`src/rtl/rr_arb8.sv`:
```
// Round-robin arbiter for one multi-cycle shared resource: higher index wins,
// rotation follows the last winner, tenure ends on done, abandon or hold limit.
module rr_arb8 #(
    parameter int N        = 8,
    parameter int MAX_HOLD = 16
) (
    input  logic                 clock,
    input  logic                 reset_n,
    input  logic                 en,
    input  logic [N-1:0]         req,
    input  logic                 done,
    output logic [N-1:0]         gnt,
    output logic [$clog2(N)-1:0] gnt_idx,
    output logic                 gnt_valid,
    output logic                 timeout
);

    localparam int IW = $clog2(N);
    localparam int CW = (MAX_HOLD < 2) ? 1 : $clog2(MAX_HOLD);
    localparam logic [CW-1:0] HOLD_LAST = (MAX_HOLD == 0) ? '1 : CW'(MAX_HOLD - 1);

    typedef enum logic {
        ST_IDLE,
        ST_HOLD
    } state_e;

    state_e          state_q;
    logic [N-1:0]    gnt_q;
    logic [IW-1:0]   gnt_idx_q;
    logic [IW-1:0]   last_q;
    logic [CW-1:0]   hold_cnt_q;
    logic            timeout_q;

    logic [IW-1:0]   pick_cand;
    logic [IW-1:0]   pick_idx;
    logic            pick_vld;
    logic [N-1:0]    pick_onehot;
    logic            lim_hit;
    logic            abandon;
    logic            release_now;
    logic            grant_now;

    // Scan from (last-1) downwards with wrap; last itself is visited last.
    always_comb begin
        pick_cand = '0;
        pick_idx  = '0;
        pick_vld  = 1'b0;
        for (int unsigned k = 1; k <= N; k++) begin
            pick_cand = last_q - IW'(k);
            if (!pick_vld && req[pick_cand]) begin
                pick_vld = 1'b1;
                pick_idx = pick_cand;
            end
        end
    end

    always_comb begin
        pick_onehot           = '0;
        pick_onehot[pick_idx] = pick_vld;
    end

    always_comb begin
        lim_hit     = (MAX_HOLD != 0) && (hold_cnt_q == HOLD_LAST);
        abandon     = !req[gnt_idx_q];
        release_now = done || abandon || lim_hit;
        grant_now   = en && pick_vld;
    end

    always_ff @(posedge clock) begin
        if (!reset_n) begin
            state_q    <= ST_IDLE;
            gnt_q      <= '0;
            gnt_idx_q  <= '0;
            last_q     <= '0;
            hold_cnt_q <= '0;
            timeout_q  <= 1'b0;
        end else begin
            timeout_q <= 1'b0;
            case (state_q)
                ST_IDLE: begin
                    if (grant_now) begin
                        state_q    <= ST_HOLD;
                        gnt_q      <= pick_onehot;
                        gnt_idx_q  <= pick_idx;
                        last_q     <= pick_idx;
                        hold_cnt_q <= '0;
                    end
                end
                ST_HOLD: begin
                    if (release_now) begin
                        // A forced release is flagged only when nothing else ended the tenure.
                        timeout_q <= lim_hit && !done && !abandon;
                        if (grant_now) begin
                            gnt_q      <= pick_onehot;
                            gnt_idx_q  <= pick_idx;
                            last_q     <= pick_idx;
                            hold_cnt_q <= '0;
                        end else begin
                            state_q    <= ST_IDLE;
                            gnt_q      <= '0;
                            gnt_idx_q  <= '0;
                            hold_cnt_q <= '0;
                        end
                    end else if (hold_cnt_q != '1) begin
                        hold_cnt_q <= hold_cnt_q + CW'(1);
                    end
                end
                default: begin
                    state_q <= ST_IDLE;
                    gnt_q   <= '0;
                end
            endcase
        end
    end

    assign gnt       = gnt_q;
    assign gnt_idx   = gnt_idx_q;
    assign gnt_valid = |gnt_q;
    assign timeout   = timeout_q;

endmodule

```
`config.mk`:
```
export PLATFORM = sky130hd
export DESIGN_NAME = rr_arb8
export DESIGN_NICKNAME = d
export VERILOG_FILES = /design/src/rtl/rr_arb8.sv
export SDC_FILE = /design/constraint.sdc
export NUM_CORES = 1
export LEC_CHECK = 0
export ABC_AREA = 1
export CAP_MARGIN = 10
export CORE_ASPECT_RATIO = 1.75
export CORE_UTILIZATION = 45
export DETAILED_ROUTE_END_ITERATION = 10
export MAX_ROUTING_LAYER = met4
export PLACE_DENSITY = 0.71
export RECOVER_POWER = 50
export SLEW_MARGIN = 10
export SYNTH_ARGS = -nofsm -noshare
export SYNTH_HDL_FRONTEND = slang
export SYNTH_SLANG_ARGS = --single-unit
```
`constraint.sdc`:
```
create_clock -name clock -period 3.45 [get_ports clock]
set_clock_uncertainty 0.2 [all_clocks]
set_input_delay 0.8625 -clock clock [delete_from_list [all_inputs] [get_ports clock]]
set_output_delay 0.8625 -clock clock [all_outputs]
set_load 0.1 [all_outputs]
```
==> impl_metrics.ini, run 1 <==
[critical_path]
crit_path_end_kind = flip-flop
cpMostUsedCell = nand2_1
rrSetupSlack_ns = 0.56
slowest_stage = dlygate4sd3_1
startpoint = req[1]
reg2reg_from = last_q[0]
cp.arrival_ns = 2.97
cp.required_ns = 3.45
critPathMaxFanout = 5
path_cells = dlygate4sd3_1, nand2_1, nand3_1, nand3_2, nand2_4, nor2_4, nand4_4, nor2_1, nand2_1, nand3_1, nor2_1, or2_1, nand2_1
cp-start-kind = input pin
cpPeakStageDelay_ns = 0.59
critical_path_class = input pin to flip-flop

[final_layout]
layout_common_cells = nand2_1 (84), nand3_1 (34), inv_1 (31)
fin_nets = 317
diodes = 0
area_growth_pct = 12.5
layout_commonest_cell = nand2_1
fin_area_um2 = 2000
layout-drive-gt1-share = 0.140
final_util = 0.542

[logic_synthesis]
yosysSeqAreaShare = 0.225
synth_nets = 293
postSynthAreaPerCell_um2 = 6.41
syn_inst = 278
yosysWarnings = 0
ys_types = 35
ys_seq_elements = 20
syn-cell-area_um2 = 1780

[cts]
cts_sinks = 20
cts_tree = built
clk_latency_ns = 0.25
post-cts-setup-buffer-count = 0
clkTransAtPathRegs_ns = 0.06
cts_buffer_depth = 2
cts_buffers = 3
postCtsResizedCells = 0
ctsHoldBuffers = 0
root_buffer = clkbuf_8
h-tree-depth = 1

[timing]
worst_pin_slew_ns = 1.18
slew_headroom = 0.216
rsz0062_at_grt = no
max_freq_mhz = 336
holdWs_ns = 0.284
final-setup-viol-count = 0
finalCritPeriodShare = 0.862
finalHoldViolations = 0
post-route-min-period_ns = 2.98
drv_slew = 0
setup_tns_ns = 0

[placed_design]
numPortBuffers = 24
placed_cell_area_um2 = 2010
dp_hpwl_um = 3450
place_congestion = 0.894

[worst_hold_path]
min_from = hold_cnt_q[1]
holdCritPathClass = flip-flop to flip-flop

[job]
max_cap_violations = 0

[route]
totalWireLength_um = 4240
postRouteAntennaNets = 0
wl_per_cell_um = 12.3
drc = 0
initialDrtViolationCount = 50
dr_total_vias = 1810
viasPerCell = 5.23
dr.pass1.iters = 4

[floorplan]
start_util = 0.481
rows = 29
die-area_um2 = 4220
die_x_um = 49.6
io-pin-count = 25
die_y_um = 85.2
coreArea_um2 = 3700

[status]
status = complete, no violations

[global_route]
antenna_found_initial = 0
grt_pass1_vias = 1645
grt_max_degree = 20
grt_pass1_wl_um = 7040
grt_usage = 0.216
grt.overflow.total = 0
logic make-up (layout without fill, tap and decap cells):
kind of cell,count (synthesis),in the layout,share of synthesized area
buffers and inverters,41,63,0.102
AOI/OAI and AO/OA,23,23,0.0751
DFF,20,20,0.225
and+or+nand+nor,187,187,0.553
xor gates and xnor gates,4,4,0.0239
adders and majority gates,3,3,0.0211
critical path, delay by kind of cell:
family        cells  cell delay, ns
buf+inv           1            0.59
simple gates     12            1.50
registers in the layout, summed over array words and instances, names as in the netlist:
signal / count
last_q: 3
gnt: 8
timeout: 1
gnt_idx: 3
hold_cnt_q: 4
state_q: 1
synth_stat cells, drive strengths merged:
cell type  instances  area (µm²)
o21bai             3        22.5
nor4               2        12.5
a21oi              8        40.0
nor2              29         135
o221ai             1        8.76
xnor2              1        8.76
nand4              8        65.1
buf                8        57.6
or2                1        6.26
nand3             53         368
ha                 3        37.5
o211ai             1        7.51
o21ai              9        48.8
dfxtp             20         400
o22ai              1        6.26
xor2               3        33.8
nand3b             1        7.51
nand2             93         392
inv               33         124
final cells by class:
type	count	area, µm²
multi-input cells	217	1200
repair buffers	27	181
fillers	389	1700
flip-flops and latches	20	400
well taps	46	57.6
clock buffers	3	41.3
inverters	33	124
path summary, 6_finish.rpt:
check	endpoint	cells past startpoint
max reg2reg	last_q[1]	14
min	hold_cnt_q[1]	2
max	last_q[1]	13
min reg2reg	hold_cnt_q[1]	2
per-stage QoR:
stage,cells,setup slack (ns)
2_1_floorplan,278,0.588
3_3_place_gp,343,0.344
3_5_place_dp,343,0.332
4_1_cts,346,0.576
5_1_grt,346,0.224
6_report,346,0.475
layer usage:
layer,vias to the layer above,part of all wire,global-route usage
li1,952,-,-
met1,823,0.40,0.210
met2,26,0.55,0.413
met3,9,0.015,0.00717
met4,0,0.032,0.117
met5,-,0,-
Power of run 1 is left out: the tool's default activity adds up to more than one toggle a clock period on the data nets, which glitch-free logic cannot reach.
==> run 2, diff against run 1 <==
==> constraint.sdc (replaced) <==
create_clock -name clock -period 3.3 [get_ports clock]
set_clock_uncertainty 0.2 [all_clocks]
set_input_delay 0.825 -clock clock [delete_from_list [all_inputs] [get_ports clock]]
set_output_delay 0.825 -clock clock [all_outputs]
set_load 0.1 [all_outputs]
==> impl_metrics.ini, run 2 (synthesis gave the netlist of run 1 again) <==
[final_layout]
fin_nets = 318
largest_reg_flops = 8
diodes = 0
layout_commonest_cell = nand2_1
layout_common_cells = nand2_1 (84), nand3_1 (34), inv_1 (31)
layoutNonFillerInstCount = 348
fillCellCount = 401
area_growth_pct = 14.6
layout-drive-gt1-share = 0.146

[timing]
max_freq_mhz = 333
rsz0062_at_grt = no
final-setup-viol-count = 0
finalHoldViolations = 0
setup_slack_ns = 0.296
worst_pin_slew_ns = 1.16
post-route-min-period_ns = 3.00
setup_tns_ns = 0
finalCritPeriodShare = 0.910
drv_slew = 0
slew_headroom = 0.227

[route]
dr.pass1.iters = 4
wl_per_cell_um = 12.2
initialDrtViolationCount = 31
drc = 0
postRouteAntennaNets = 0
dr_total_vias = 1781
viasPerCell = 5.12
totalWireLength_um = 4240

[critical_path]
cp.required_ns = 3.30
path_cells = dlygate4sd3_1, nand2_1, nand3_1, nand3_2, nand2_4, nor2_4, nand4_4, nor2_8, nand3_1, nand3_2, inv_1, nor2_1, nand2_1, nand2_1
worstRegToRegCells = 15
r2r_end = gnt[5]
cpMostUsedCell = nand2_1
rrSetupSlack_ns = 0.39
path_delay_family = simple AND/OR/NAND/NOR gates
cp.arrival_ns = 3.01
reg2reg_from = last_q[0]
crit_path_end_kind = flip-flop
critical_path_class = input pin to flip-flop
crit_buf_inv = 2
critPathMaxFanout = 8
cp-start-kind = input pin
slowest_stage = dlygate4sd3_1
cpPeakStageDelay_ns = 0.59

[cts]
postCtsResizedCells = 0
ctsHoldBuffers = 0
clkTransAtPathRegs_ns = 0.07
cts_sinks = 20
cts_tree = built
root_buffer = clkbuf_8
h-tree-depth = 1
cts_buffers = 3
clk_latency_ns = 0.26
cts_buffer_depth = 2
post-cts-setup-buffer-count = 0

[floorplan]
die_y_um = 85.2
die_x_um = 49.6
coreArea_um2 = 3700
io-pin-count = 25
start_util = 0.481
rows = 29
die-area_um2 = 4220

[worst_hold_path]
holdCritPathClass = flip-flop to flip-flop
min_delay_worst_endpoint = gnt[1]
hold-path-cell-count = 2
min_from = gnt[1]

[global_route]
grt_usage = 0.225
grt.overflow.total = 0
grt_pass1_wl_um = 7260
grt_max_degree = 19
grt_pass1_vias = 1702
antenna_found_initial = 0

[status]
status = complete, no violations

[placed_design]
placed_cells = 344
place_congestion = 0.892
pre_cts_slack_ns = 0.219
numPortBuffers = 24
dp_hpwl_um = 3430

[job]
max_cap_violations = 0
## run 2: tightest hold or removal path, stage by stage (launching register included)
cell	delay, ns
dfxtp_1	0.33
nand3_2	0.07
nand2_1	0.04
## run 2: cell type report
| type | count | area [µm²] | share of cell area |
|---|---|---|---|
| Timing Repair Buffer | 28 | 189 | 0.0925 |
| Sequential cell | 20 | 400 | 0.196 |
| Tap cell | 46 | 57.6 | 0.0282 |
| Inverter | 33 | 124 | 0.0607 |
| Clock inverter | 1 | 30.0 | 0.0147 |
| Clock buffer | 3 | 41.3 | 0.0202 |
| Multi-Input combinational cell | 217 | 1200 | 0.588 |
## run 2: how the worst max path moves through the flow
stage / cells after the start / start / endpoint / slack [ns]
after floorplan: 2 / gnt[6] / gnt_valid / 0.48
after CTS: 15 / last_q[0] / gnt[5] / 0.37
final: 14 / req[1] / gnt[5] / 0.30
after detailed placement: 14 / req[0] / gnt[6] / 0.22
after global routing: 14 / req[1] / gnt[5] / 0.11
after global placement: 14 / req[0] / gnt[6] / 0.22
## run 2: per-layer routing
layer | vias to the layer above | part of all wire | global-route usage
met3 | 10 | 0.010 | 0.0108
li1 | 952 | - | -
met5 | - | 0 | -
met1 | 796 | 0.41 | 0.220
met2 | 23 | 0.55 | 0.430
met4 | 0 | 0.030 | 0.117
## run 2: per-stage QoR
| stage | hold slack (ns) | instance area [µm²] | util |
|---|---|---|---|
| after floorplan | 0.255 | 1780 | - |
| after global placement | 0.273 | 2020 | 0.546 |
| after detailed placement | 0.277 | 2020 | 0.546 |
| after CTS | 0.288 | 2090 | 0.565 |
| after global routing | 0.306 | 2040 | 0.552 |
| final | 0.284 | 2040 | 0.552 |
Power of run 2 is left out for the same reason.
